File: config.mk
export PLATFORM = sky130hd
export DESIGN_NAME = panel_row_buffer
export DESIGN_NICKNAME = d
export VERILOG_FILES = /design/src/rtl/panel_pkg.sv /design/src/rtl/panel_shift_out.sv /design/src/rtl/panel_row_buffer.sv
export SDC_FILE = /design/constraint.sdc
export NUM_CORES = 1
export LEC_CHECK = 0
export BUFFER_PORTS_ARGS = -buffer_cell sky130_fd_sc_hd__buf_2
export CAP_MARGIN = 5
export CORE_ASPECT_RATIO = 1.4
export CORE_MARGIN = 1
export CORE_UTILIZATION = 38
export DETAILED_ROUTE_END_ITERATION = 10
export GPL_TIMING_DRIVEN = 0
export PLACE_DENSITY = 0.64
export SLEW_MARGIN = 20
export SYNTH_ARGS = -nofsm -noshare
export SYNTH_HDL_FRONTEND = slang
export SYNTH_SLANG_ARGS = --single-unit
export TNS_END_PERCENT = 5
File: constraint.sdc
create_clock -name clk -period 4.2 [get_ports clk]
set_clock_uncertainty 0.05 [all_clocks]
set_input_delay 0.84 -clock clk [delete_from_list [all_inputs] [get_ports clk]]
set_output_delay 0.84 -clock clk [all_outputs]
set_load 0.05 [all_outputs]
File: src/rtl/panel_pkg.sv
// panel_pkg: shared constants, row tag bundle and shifter states for the
// panel row buffer and its serial shift-out stage.
package panel_pkg;

    localparam int CHUNKS_PER_ROW = 16;
    localparam int CHUNK_WIDTH    = 32;
    localparam int ROW_BITS       = CHUNKS_PER_ROW * CHUNK_WIDTH;
    localparam int CHUNK_AW       = $clog2(CHUNKS_PER_ROW);
    localparam int BIT_IN_AW      = $clog2(CHUNK_WIDTH);
    localparam int BIT_AW         = $clog2(ROW_BITS);
    localparam int ROW_AW         = 4;
    localparam int PANEL_AW       = 2;

    typedef struct packed {
        logic [ROW_AW-1:0]   row;
        logic [PANEL_AW-1:0] panel;
    } row_tag_t;

    typedef enum logic [2:0] {
        ST_IDLE,
        ST_LOAD,
        ST_SHIFT_LO,
        ST_SHIFT_HI,
        ST_LATCH
    } shift_state_t;

endpackage

File: src/rtl/panel_shift_out.sv
// panel_shift_out: serialises one committed row MSB-first onto sclk/sin and
// pulses xlat. Ports: clk, reset, start, rd_idx/rd_data chunk read port,
// busy, done (first latch cycle), sclk, sin, xlat.
module panel_shift_out
    import panel_pkg::*;
#(
    parameter int SCLK_DIV = 2
) (
    input  logic                   clk,
    input  logic                   reset,
    input  logic                   start,
    output logic [CHUNK_AW-1:0]    rd_idx,
    input  logic [CHUNK_WIDTH-1:0] rd_data,
    output logic                   busy,
    output logic                   done,
    output logic                   sclk,
    output logic                   sin,
    output logic                   xlat
);

    localparam int DIV_W = (SCLK_DIV > 1) ? $clog2(SCLK_DIV) : 1;

    shift_state_t state, state_d;

    logic [DIV_W-1:0]       cnt, cnt_d;
    logic [BIT_AW-1:0]      bit_cnt, bit_d;
    logic [CHUNK_WIDTH-1:0] sreg, sreg_d;

    logic last_div;
    logic chunk_end;
    logic row_end;

    assign last_div  = (cnt == DIV_W'(SCLK_DIV - 1));
    assign chunk_end = (bit_cnt[BIT_IN_AW-1:0] == '1);
    assign row_end   = (bit_cnt == BIT_AW'(ROW_BITS - 1));
    assign busy      = (state != ST_IDLE);

    // Chunk 0 is fetched in LOAD; while shifting, the next chunk is
    // presented so it is ready on the chunk boundary.
    assign rd_idx = (state == ST_LOAD) ? '0 :
        bit_cnt[BIT_AW-1:BIT_IN_AW] + CHUNK_AW'(1);

    always_ff @(posedge clk) begin
        if (reset) begin
            state   <= ST_IDLE;
            cnt     <= '0;
            bit_cnt <= '0;
            sreg    <= '0;
        end else begin
            state   <= state_d;
            cnt     <= cnt_d;
            bit_cnt <= bit_d;
            sreg    <= sreg_d;
        end
    end

    always_comb begin
        state_d = state;
        cnt_d   = cnt;
        bit_d   = bit_cnt;
        sreg_d  = sreg;
        done    = 1'b0;
        sclk    = 1'b0;
        sin     = 1'b0;
        xlat    = 1'b0;
        unique case (state)
            ST_IDLE: begin
                if (start) begin
                    state_d = ST_LOAD;
                    cnt_d   = '0;
                end
            end
            ST_LOAD: begin
                sreg_d  = rd_data;
                bit_d   = '0;
                cnt_d   = '0;
                state_d = ST_SHIFT_LO;
            end
            ST_SHIFT_LO: begin
                sin = sreg[CHUNK_WIDTH-1];
                if (last_div) begin
                    cnt_d   = '0;
                    state_d = ST_SHIFT_HI;
                end else begin
                    cnt_d = cnt + DIV_W'(1);
                end
            end
            ST_SHIFT_HI: begin
                sclk = 1'b1;
                sin  = sreg[CHUNK_WIDTH-1];
                if (last_div) begin
                    cnt_d = '0;
                    if (row_end) begin
                        state_d = ST_LATCH;
                    end else begin
                        bit_d   = bit_cnt + BIT_AW'(1);
                        sreg_d  = chunk_end ? rd_data :
                            {sreg[CHUNK_WIDTH-2:0], 1'b0};
                        state_d = ST_SHIFT_LO;
                    end
                end else begin
                    cnt_d = cnt + DIV_W'(1);
                end
            end
            ST_LATCH: begin
                xlat = 1'b1;
                done = (cnt == '0);
                if (cnt == DIV_W'(1)) begin
                    cnt_d   = '0;
                    state_d = ST_IDLE;
                end else begin
                    cnt_d = cnt + DIV_W'(1);
                end
            end
            default: state_d = ST_IDLE;
        endcase
    end

endmodule

File: src/rtl/panel_row_buffer.sv
// panel_row_buffer: assembles 16x32-bit chunks into a ping-pong row buffer
// and hands committed rows to panel_shift_out. Ports: chunk write port in,
// row_buf_full/busy/overrun status, sclk/sin/xlat, latched row/panel out.
module panel_row_buffer
    import panel_pkg::*;
#(
    parameter int SCLK_DIV = 2
) (
    input  logic                   clk,
    input  logic                   reset,
    input  logic [CHUNK_WIDTH-1:0] chunk_data,
    input  logic [CHUNK_AW-1:0]    chunk_addr,
    input  logic                   chunk_write_enable,
    input  logic [ROW_AW-1:0]      row_addr,
    input  logic [PANEL_AW-1:0]    panel_addr,
    output logic                   row_buf_full,
    output logic                   busy,
    output logic                   overrun,
    input  logic                   overrun_clear,
    output logic                   sclk,
    output logic                   sin,
    output logic                   xlat,
    output logic [ROW_AW-1:0]      out_row_addr,
    output logic [PANEL_AW-1:0]    out_panel_addr
);

    logic [CHUNK_WIDTH-1:0] bank [2][CHUNKS_PER_ROW];

    logic     wr_bank;
    logic     rbf_q;
    logic     overrun_q;
    row_tag_t pend;
    row_tag_t shift_tag;
    row_tag_t out_tag;

    logic wr_ok;
    logic drop;
    logic commit;
    logic swap;
    logic sh_busy;
    logic sh_done;

    logic [CHUNK_AW-1:0]    rd_idx;
    logic [CHUNK_WIDTH-1:0] rd_data;

    assign wr_ok  = chunk_write_enable & ~rbf_q;
    assign drop   = chunk_write_enable & rbf_q;
    assign commit = wr_ok &
        (chunk_addr == CHUNK_AW'(CHUNKS_PER_ROW - 1));
    // The shifter only takes a row from IDLE; the same edge flips banks.
    assign swap   = rbf_q & ~sh_busy;

    assign rd_data = bank[~wr_bank][rd_idx];

    assign row_buf_full   = rbf_q;
    assign busy           = sh_busy;
    assign overrun        = overrun_q;
    assign out_row_addr   = out_tag.row;
    assign out_panel_addr = out_tag.panel;

    always_ff @(posedge clk) begin
        if (wr_ok) begin
            bank[wr_bank][chunk_addr] <= chunk_data;
        end
    end

    always_ff @(posedge clk) begin
        if (reset) begin
            wr_bank   <= 1'b0;
            rbf_q     <= 1'b0;
            overrun_q <= 1'b0;
            pend      <= '0;
            shift_tag <= '0;
            out_tag   <= '0;
        end else begin
            if (commit) begin
                rbf_q <= 1'b1;
                pend  <= '{row: row_addr, panel: panel_addr};
            end else if (swap) begin
                rbf_q     <= 1'b0;
                wr_bank   <= ~wr_bank;
                shift_tag <= pend;
            end
            // Set wins over clear in the same cycle.
            if (drop) begin
                overrun_q <= 1'b1;
            end else if (overrun_clear) begin
                overrun_q <= 1'b0;
            end
            if (sh_done) begin
                out_tag <= shift_tag;
            end
        end
    end

    panel_shift_out #(
        .SCLK_DIV(SCLK_DIV)
    ) u_shift (
        .clk    (clk),
        .reset  (reset),
        .start  (swap),
        .rd_idx (rd_idx),
        .rd_data(rd_data),
        .busy   (sh_busy),
        .done   (sh_done),
        .sclk   (sclk),
        .sin    (sin),
        .xlat   (xlat)
    );

endmodule

# == Word level (Yosys, flattened, before mapping) ==
# Memories as Yosys holds them, arrays and structs flattened.
# Cells that the tools add are included.
# totals
ramBits,1024
n_memories,1
elab_cells,87
register_bits,66
# mem_list
memory,depth,width,rd,rd_ports_with_merged_regs,write_ports,line_no,source
bank,2,512,1,0,1,panel_row_buffer.sv:27,logic [CHUNK_WIDTH-1:0] bank [2][CHUNKS_PER_ROW];
# classes
bitwise_logic,11
n_mux,31
eq_ne,12
addsub,3
n_reduce_logical,13
magnitude_cmp,3
# ops
cell,n
$mux W512,1
$mux W32,6
$bmux W32 S4,1
$demux W32 S4,1
$pmux W32 S2,1
$mux W9,2
$pmux W9 S2,1
$mux W3,5
$pmux W3 S5,1
$ge A5 B5 Y1 const B,2
$mux W1,10
$not A4 Y5,2
$add A9 B1 Y9 const B,1
$eq A9 B9 Y1 const B,1
$eq A3 B2 Y1 const B,2
$ne A2 B1 Y1 const B,3
$reduce_bool A2 Y1,3
$reduce_bool A3 Y1,2
$eq A5 B5 Y1 const B,1
$lt A5 B1 Y1 const B,1
$not A1 Y1,5
$add A4 B1 Y4 const B,1
$and A1 B1 Y1,4
$eq A4 B4 Y1 const B,1
13 further kinds,15

# == Logic depth before layout (Yosys ltp) ==
# Gate-level depths: netlist (run 1).
# logic_depth
depth_word,10
ltp_mapped,14

# == By module ==
# A second synthesis (run 1) with hierarchy kept.
# hier_totals
cells_unflattened,2584
area_unflattened_um2,42823.6
# modules_own_cells
module,seq_area_each_um2,instances,cells_per_inst,area_per_inst_um2
panel_row_buffer,31169.9,1,2315,40644.0
panel_shift_out,900.9,1,269,2179.6

# == Worst setup path before layout (run 1) ==
# OpenSTA, ideal clock, no wires.
# synth_timing
path_type,in2reg
start,in chunk_write_enable
end,mem bank[0][384] (netlist bit) (enable)
required_time_ns,3.689
path_stages,4
t_arrival_ns,3.933
setup_slack_ns,-0.244
setup_ns,0.461
path_buffers,1
cell_sequence,nor2b_1 or3b_2 buf_1 nor3_1
# synth_between
elab_chain_len,3
# synth_rtl
item,line_no,source
"start, declared",panel_row_buffer.sv:13,"input logic chunk_write_enable,"
$and A1 B1 Y1,panel_row_buffer.sv:46,assign wr_ok = chunk_write_enable & ~rbf_q;
$mux W1,panel_row_buffer.sv:62,if (wr_ok) begin
$mux W512 (implied by the code),panel_row_buffer.sv:63,bank[wr_bank][chunk_addr] <= chunk_data;
"end, declared",panel_row_buffer.sv:27,
# Every way passes these cells.

# == Worst setup path after layout (run 1) ==
# layout_timing
start,reg u_shift.bit_cnt[6]
end,reg u_shift.sreg[13]
# layout_between
elab_chain_len,10
word_cells_on_any_way,13
classes_between,add/sub (1); eq/ne (2); mux (8); bitwise (1); reduce/logical (1)
# layout_rtl
item,line_no,source
"start, declared",panel_shift_out.sv:26,"logic [BIT_AW-1:0] bit_cnt, bit_d;"
"start signal, assigned",panel_shift_out.sv:52,bit_cnt <= bit_d;
$add A4 B1 Y4,panel_shift_out.sv:41,bit_cnt[BIT_AW-1:BIT_IN_AW] + CHUNK_AW'(1);
$mux W4,panel_shift_out.sv:40,assign rd_idx = (state == ST_LOAD) ? '0 :
$not A4 Y5,panel_row_buffer.sv:53,assign rd_data = bank[~wr_bank][rd_idx];
$bmux W32 S4,panel_row_buffer.sv:53,
$mux W32 (implied by the code) (2 in a row),panel_row_buffer.sv:53,
$mux W32,panel_shift_out.sv:97,sreg_d = chunk_end ? rd_data :
$mux W32,panel_shift_out.sv:93,if (row_end) begin
$mux W32,panel_shift_out.sv:91,if (last_div) begin
$pmux W32 S2,panel_shift_out.sv:66,unique case (state)
"end signal, assigned",panel_shift_out.sv:53,sreg <= sreg_d;
"end, declared",panel_shift_out.sv:27,"logic [CHUNK_WIDTH-1:0] sreg, sreg_d;"
# Several ways; a longest one is shown, not always the timed one. The select of a mux whose other input is x is not followed.
# A chain may end at the register's enable or synchronous reset.

==> results.toml, run 1 <==
[status]
status = "complete, but fails checks"
failed_checks = "setup timing"

[worst_setup_path]
cp.arrival_ps = 4800
cp-end-kind = "register"
crit_type = "register to register"
worst_setup_path_start_kind = "register"
critPathMaxFanout = 10
required_ps = 4740

[yosys]
synth_top_area_share_pct = 72.3
synthAdderAreaFrac_pct = 0.118
ys.flop_type = "edfxtp_1"
synthCells = 2331
synth_edf_count = 1024
synthTopCellsByCount = "1,024 x edfxtp_1, 151 x mux4_2, 140 x nand2_1"
yosysMostFrequentCell = "edfxtp_1"
synthesis.nets = 2381
synth_seq_cells = 1090
synth_compound_area_share_pct = 6.68
avgSynthCellArea_um2 = 18.2
synth_cell_types = 64
async_flop_share_pct = 0
synth_top_area_cell = "edfxtp_1"
synth_top_family_by_area = "multiplexers"
yosys.area_share.simple_pct = 4.50
ys_warn_count = 0
yosysSeqAreaShare_pct = 75.5
synth_mux_area_share_pct = 11.1
synthTopCellsByArea = "edfxtp_1 72%, mux4_2 8.0%, dfxtp_1 3.1%"
netlist_area_um2 = 42500
synth-xor-area-share_pct = 0.309

[detailed_routing]
drt_drc_violations_left = 0
via_count = 23500
wl_met2_um = 63100
wl_um = 125000
highest_layer = "met5"
drtPass1Iterations = 6
wl_met3_um = 8340
ant_nets = 0
wire_per_inst_um = 30.7
drt_iter0_markers = 2646
wl_met1_um = 43700
post_drt_via_cell_ratio = 5.77

[place]
place_area_um2 = 45900
dp_hpwl_um = 88200
io_buffers = 57
gp_congestion = 0.958

[cts]
htree_levels = 3
clk_pin_slew_ps = 60
cts-buffers-inserted = 96
clock_sinks = 1090
cts_tree = "built"
clockBufferDepth = 3
cts-root-buf = "clkbuf_16"
clock_latency_ps = 700
post_cts_buffers = 0

[die]
start_util_pct = 38.5
dieArea_um2 = 113000
pin_count = 58
die_w_um = 285
core_area_um2 = 110000
num_rows = 144
die_h_um = 398

[global_routing]
grt-ovfl-total = 0
grt_pass1_vias = 24100
grt_pass1_wl_um = 176000
grt_max_degree = 33
track_usage_pct = 22.1
antenna_found_initial = 4

[sta]
fin_crit_ps = 4260
rsz0062_at_grt = "false"
clock.fmax_ghz = 0.235
relSlewSlack_pct = 25.6
hold_ws_ps = 336
fin_crit_sh_pct = 101
worstMarginPinSlew_ps = 1120
setup_viol = 1
slew_violations = 0
setup_ws_ps = -55.3
hold_viol = 0

[pwr]
p_leak_nw = 15.1
vdd_drop_max_mv = 0.261
powerDensity_nw_per_um2 = 438

[final_layout]
n_fill_cell = 9368
syn2layout_area_growth_pct = 15.7
num_antenna_cells = 0
layout-drive-gt1-share_pct = 22.7
num-nets-final = 2590
finalInstanceArea_um2 = 49200

[job]
maxCapViolCount = 0

[min_path]
hp-class = "primary input to register"
[cells in the final DEF, fill, tap and decap left out, types with 8 or more instances in the layout]
| master | netlist | final |
|---|---|---|
| a211oi_1 | 20 | 20 |
| a21oi_1 | 100 | 100 |
| a221oi_1 | 35 | 35 |
| a221oi_2 | 12 | 12 |
| a22o_1 | 23 | 23 |
| a22oi_1 | 12 | 12 |
| a311oi_1 | 27 | 27 |
| a31oi_1 | 24 | 24 |
| and2_1 | 10 | 10 |
| buf_1 | 8 | 8 |
| buf_12 | 0 | 11 |
| buf_16 | 0 | 24 |
| buf_2 | 59 | 113 |
| buf_4 | 26 | 42 |
| buf_6 | 9 | 13 |
| bufinv_16 | 0 | 13 |
| clkbuf_1 | 41 | 57 |
| clkbuf_16 | 0 | 98 |
| clkinv_1 | 0 | 12 |
| clkinv_2 | 0 | 15 |
| clkinvlp_4 | 0 | 9 |
| dfxtp_1 | 66 | 66 |
| edfxtp_1 | 1024 | 1024 |
| mux2_2 | 24 | 24 |
| mux2i_1 | 103 | 103 |
| mux4_2 | 151 | 151 |
| nand2_1 | 140 | 140 |
| nand3_1 | 45 | 45 |
| nor2_1 | 87 | 60 |
| nor2_4 | 1 | 28 |
| nor3_1 | 27 | 22 |
| o21ai_0 | 32 | 32 |
| o21ai_1 | 22 | 22 |
| o221ai_1 | 15 | 15 |
| o22ai_1 | 38 | 38 |
| or3_1 | 48 | 48 |
[critical path, cell delays in order (launching register included)]
cell	delay [ps]
dfxtp_1	460
ha_1	400
xnor2_2	200
nand3_1	470
nor2_1	750
clkbuf_1	660
a22oi_1	480
o21a_1	360
a311oi_1	300
[timing repair]
item                                    CTS  global route
endpoints found under the setup margin   32             6
hold buffers                              0             0
gates resized for setup                   6             3
[layer usage]
| metal | vias up | global-route usage (%) |
|---|---|---|
| li1 | 9923 | - |
| met1 | 12200 | 24.9 |
| met2 | 1129 | 38.1 |
| met3 | 298 | 3.36 |
| met4 | 6 | 16.3 |
| met5 | - | 0 |
[state kept, by name (all words and copies together), names as in the netlist]
register and flops:
pend 6, out_panel_addr 2, u_shift.state 3, shift_tag 6, row_buf_full 1, overrun 1, bank 1024, u_shift.cnt 1
u_shift.sreg 32, u_shift.bit_cnt 9, out_row_addr 4, wr_bank 1
[worst paths after layout]
path / from / to / slack [ps] / cells past startpoint
max: u_shift.bit_cnt[6] / u_shift.sreg[13] / -60 / 8
min: panel_addr[0] / pend[0] / 340 / 3
min reg2reg: overrun / overrun / 430 / 2
max reg2reg: u_shift.bit_cnt[6] / u_shift.sreg[13] / -60 / 8
[logic make-up after synthesis]
group	Yosys count
AOI/OAI and AO/OA	401
xor gates and xnor gates	12
adders and majority gates	4
buffers and inverters	148
DFF	1090
muxes	278
and+or+nand+nor	398
[stage by stage]
stage / setup TNS [ps] / cells / utilization [%] / total power, mW / setup WS [ps]
finish: -55.3 / 4080 / 44.5 / 21.5 / -55.3
CTS: 0 / 4080 / 44.5 / 21.6 / 11.6
global placement: -1702310 / 3848 / 40.4 / 12.6 / -3170
floorplan: 0 / 2331 / - / 12.3 / 68.1
global route: 0 / 4080 / 44.5 / 22.0 / 45.0
detailed placement: -5120 / 3902 / 41.6 / 12.6 / -861
[layout make-up]
| class | instances | area, µm² | share of cell area [%] |
|---|---|---|---|
| Sequential cell | 1090 | 32100 | 65.2 |
| Multi-Input combinational cell | 1093 | 9880 | 20.1 |
| Clock buffer | 119 | 2540 | 5.17 |
| Clock inverter | 59 | 702 | 1.43 |
| Buffer | 143 | 795 | 1.62 |
| Inverter | 5 | 18.8 | 0.0382 |
| Timing Repair Buffer | 111 | 1340 | 2.72 |
| Tap cell | 1460 | 1830 | 3.72 |
[where the power goes]
group | internal [mW] | switching, mW | total [mW]
combinational | 0.0865 | 0.343 | 0.430
sequential | 11.9 | 0.0149 | 11.9
clock | 5.14 | 4.02 | 9.16
Note: power is estimated with default switching activity, not from simulation.
==> inputs of run 2 (changes only) <==
--- a/config.mk
+++ b/config.mk
@@ -12,6 +12,7 @@
 export CORE_UTILIZATION = 38
 export DETAILED_ROUTE_END_ITERATION = 10
 export GPL_TIMING_DRIVEN = 0
+export MAX_ROUTING_LAYER = met4
 export PLACE_DENSITY = 0.64
 export SLEW_MARGIN = 20
 export SYNTH_ARGS = -nofsm -noshare
==> results.toml, run 2 (synthesis results as in run 1) <==
[cts]
clock_sinks = 1090
cts-buffers-inserted = 99
htree_levels = 3
cts-root-buf = "clkbuf_16"
clockBufferDepth = 3
clock_latency_ps = 710
clk_pin_slew_ps = 60
cts_hold_buf = 0
cts_tree = "built"

[global_routing]
grt_max_degree = 33
grt_pass1_vias = 24300
grt-ovfl-total = 0
track_usage_pct = 23.2
antenna_found_initial = 5
grt_pass1_wl_um = 179000

[pwr]
switching_share_pct = 20.4
seq_power_share_pct = 55.0
vdd_drop_max_mv = 0.263
comb_power_share_pct = 2.0
clockPowerShare_pct = 43.0
p_leak_nw = 15.2
power.switching_mw = 4.44
internal_power_mw = 17.3
powerDensity_nw_per_um2 = 440

[min_path]
hp-class = "primary input to register"

[final_layout]
syn2layout_area_growth_pct = 16.3
multi_input_area_um2 = 9880
largest_reg_flops = 1024
reg_top3 = "bank (1024), u_shift.sreg (32), u_shift.bit_cnt (9)"
regArea_um2 = 32100
regMostFlops = "bank"
num-nets-final = 2599
n_fill_cell = 9301
layout-drive-gt1-share_pct = 22.9
post-route-util_pct = 44.8
layout_common_cells = "1,024 x edfxtp_1, 151 x mux4_2, 140 x nand2_1"
final_common_cell = "edfxtp_1"

[detailed_routing]
drt_iter0_markers = 2661
drtPass1Iterations = 6
via_count = 24000
drt_drc_violations_left = 0
wire_per_inst_um = 31.1
post_drt_via_cell_ratio = 5.85
ant_nets = 0
wl_um = 128000

[job]
maxCapViolCount = 0

[worst_setup_path]
required_ps = 4540
reg2regPathDepth = 9
cp-end-kind = "register"
rrSetupSlack_ps = 90
worst_setup_path_start_kind = "register"
crit_start = "wr_bank"
timing.rr.end = "bank[1][198]"
crit_type = "register to register"
cp-endpoint = "bank[1][198]"
critPathMaxFanout = 18
cp.arrival_ps = 4460
r2r_start = "wr_bank"

[die]
core_area_um2 = 110000
pin_count = 58
dieArea_um2 = 113000
start_util_pct = 38.5
num_rows = 144
die_w_um = 285
die_h_um = 398

[place]
gp_congestion = 0.940
io_buffers = 57
dp_hpwl_um = 89500

[sta]
relSlewSlack_pct = 26.9
fin_crit_ps = 4110
slew_violations = 0
fin_crit_sh_pct = 97.9
rsz0062_at_grt = "false"
hold_ws_ps = 318
hold_viol = 0
worstMarginPinSlew_ps = 1100
setup_viol = 0
clock.fmax_ghz = 0.243

[status]
status = "completed"
run 2: metal layers:
layer  GRT usage (%)  vias up  part of all wire (%)  wire length [µm]
met5               -        -                     0                 0
met1            25.3    12600                    35             44400
met2            39.4     1158                    51             65100
met4            15.3        0                   7.5              9510
li1                -     9970                     -                 -
met3            3.58      317                   6.7              8600
run 2: worst min path at each step:
stage,start,endpoint,slack (ps),cells past startpoint
floorplan,u_shift.bit_cnt[4],u_shift.bit_cnt[4],390,2
CTS,row_addr[0],pend[2],280,3
detailed placement,pend[2],pend[2],440,2
global placement,u_shift.bit_cnt[4],u_shift.bit_cnt[4],410,2
global route,row_addr[0],pend[2],340,3
finish,row_addr[0],pend[2],320,3
run 2: cell type report:
| type | instances | area share [%] |
|---|---|---|
| Antenna cell | 6 | 0.0304 |
| Buffer | 143 | 1.60 |
| Clock buffer | 117 | 5.28 |
| Clock inverter | 69 | 1.45 |
| Inverter | 5 | 0.0380 |
| Multi-Input combinational cell | 1093 | 20.0 |
| Sequential cell | 1090 | 64.9 |
| Tap cell | 1460 | 3.70 |
| Timing Repair Buffer | 117 | 3.05 |
run 2: what timing repair did:
item	CTS	global route
setup endpoints to repair	36	6
resized for setup	5	3
setup buffers	0	0
pin swaps	0	0
run 2: worst max-delay path, stage by stage, from the launching register on:
cell and delay, ps:
dfxtp_1 320, buf_4 220, buf_4 320, buf_4 380
buf_2 430, buf_4 350, buf_2 330, nand3b_1 380
nor2_4 710, buf_16 260
run 2: power groups by stage:
stage | logic [mW] | clock network (mW) | registers (mW)
finish | 0.436 | 9.34 | 12.0
global route | 0.456 | 9.77 | 11.9
CTS | 0.438 | 9.41 | 12.0
detailed placement | 0.438 | 0 | 12.2
global placement | 0.379 | 0 | 12.2
floorplan | 0.122 | 0 | 12.2
run 2: metrics by stage:
stage	cells	area [µm²]	power (mW)	setup WS [ps]	TNS (ps)
2_1_floorplan	2331	42500	12.3	68.1	0
3_3_place_gp	3848	44600	12.6	-3100	-1710630
3_5_place_dp	3908	46100	12.6	-590	-4380
4_1_cts	4094	49400	21.8	110	0
5_1_grt	4098	49400	22.2	0.588	0
6_report	4100	49400	21.7	87.2	0
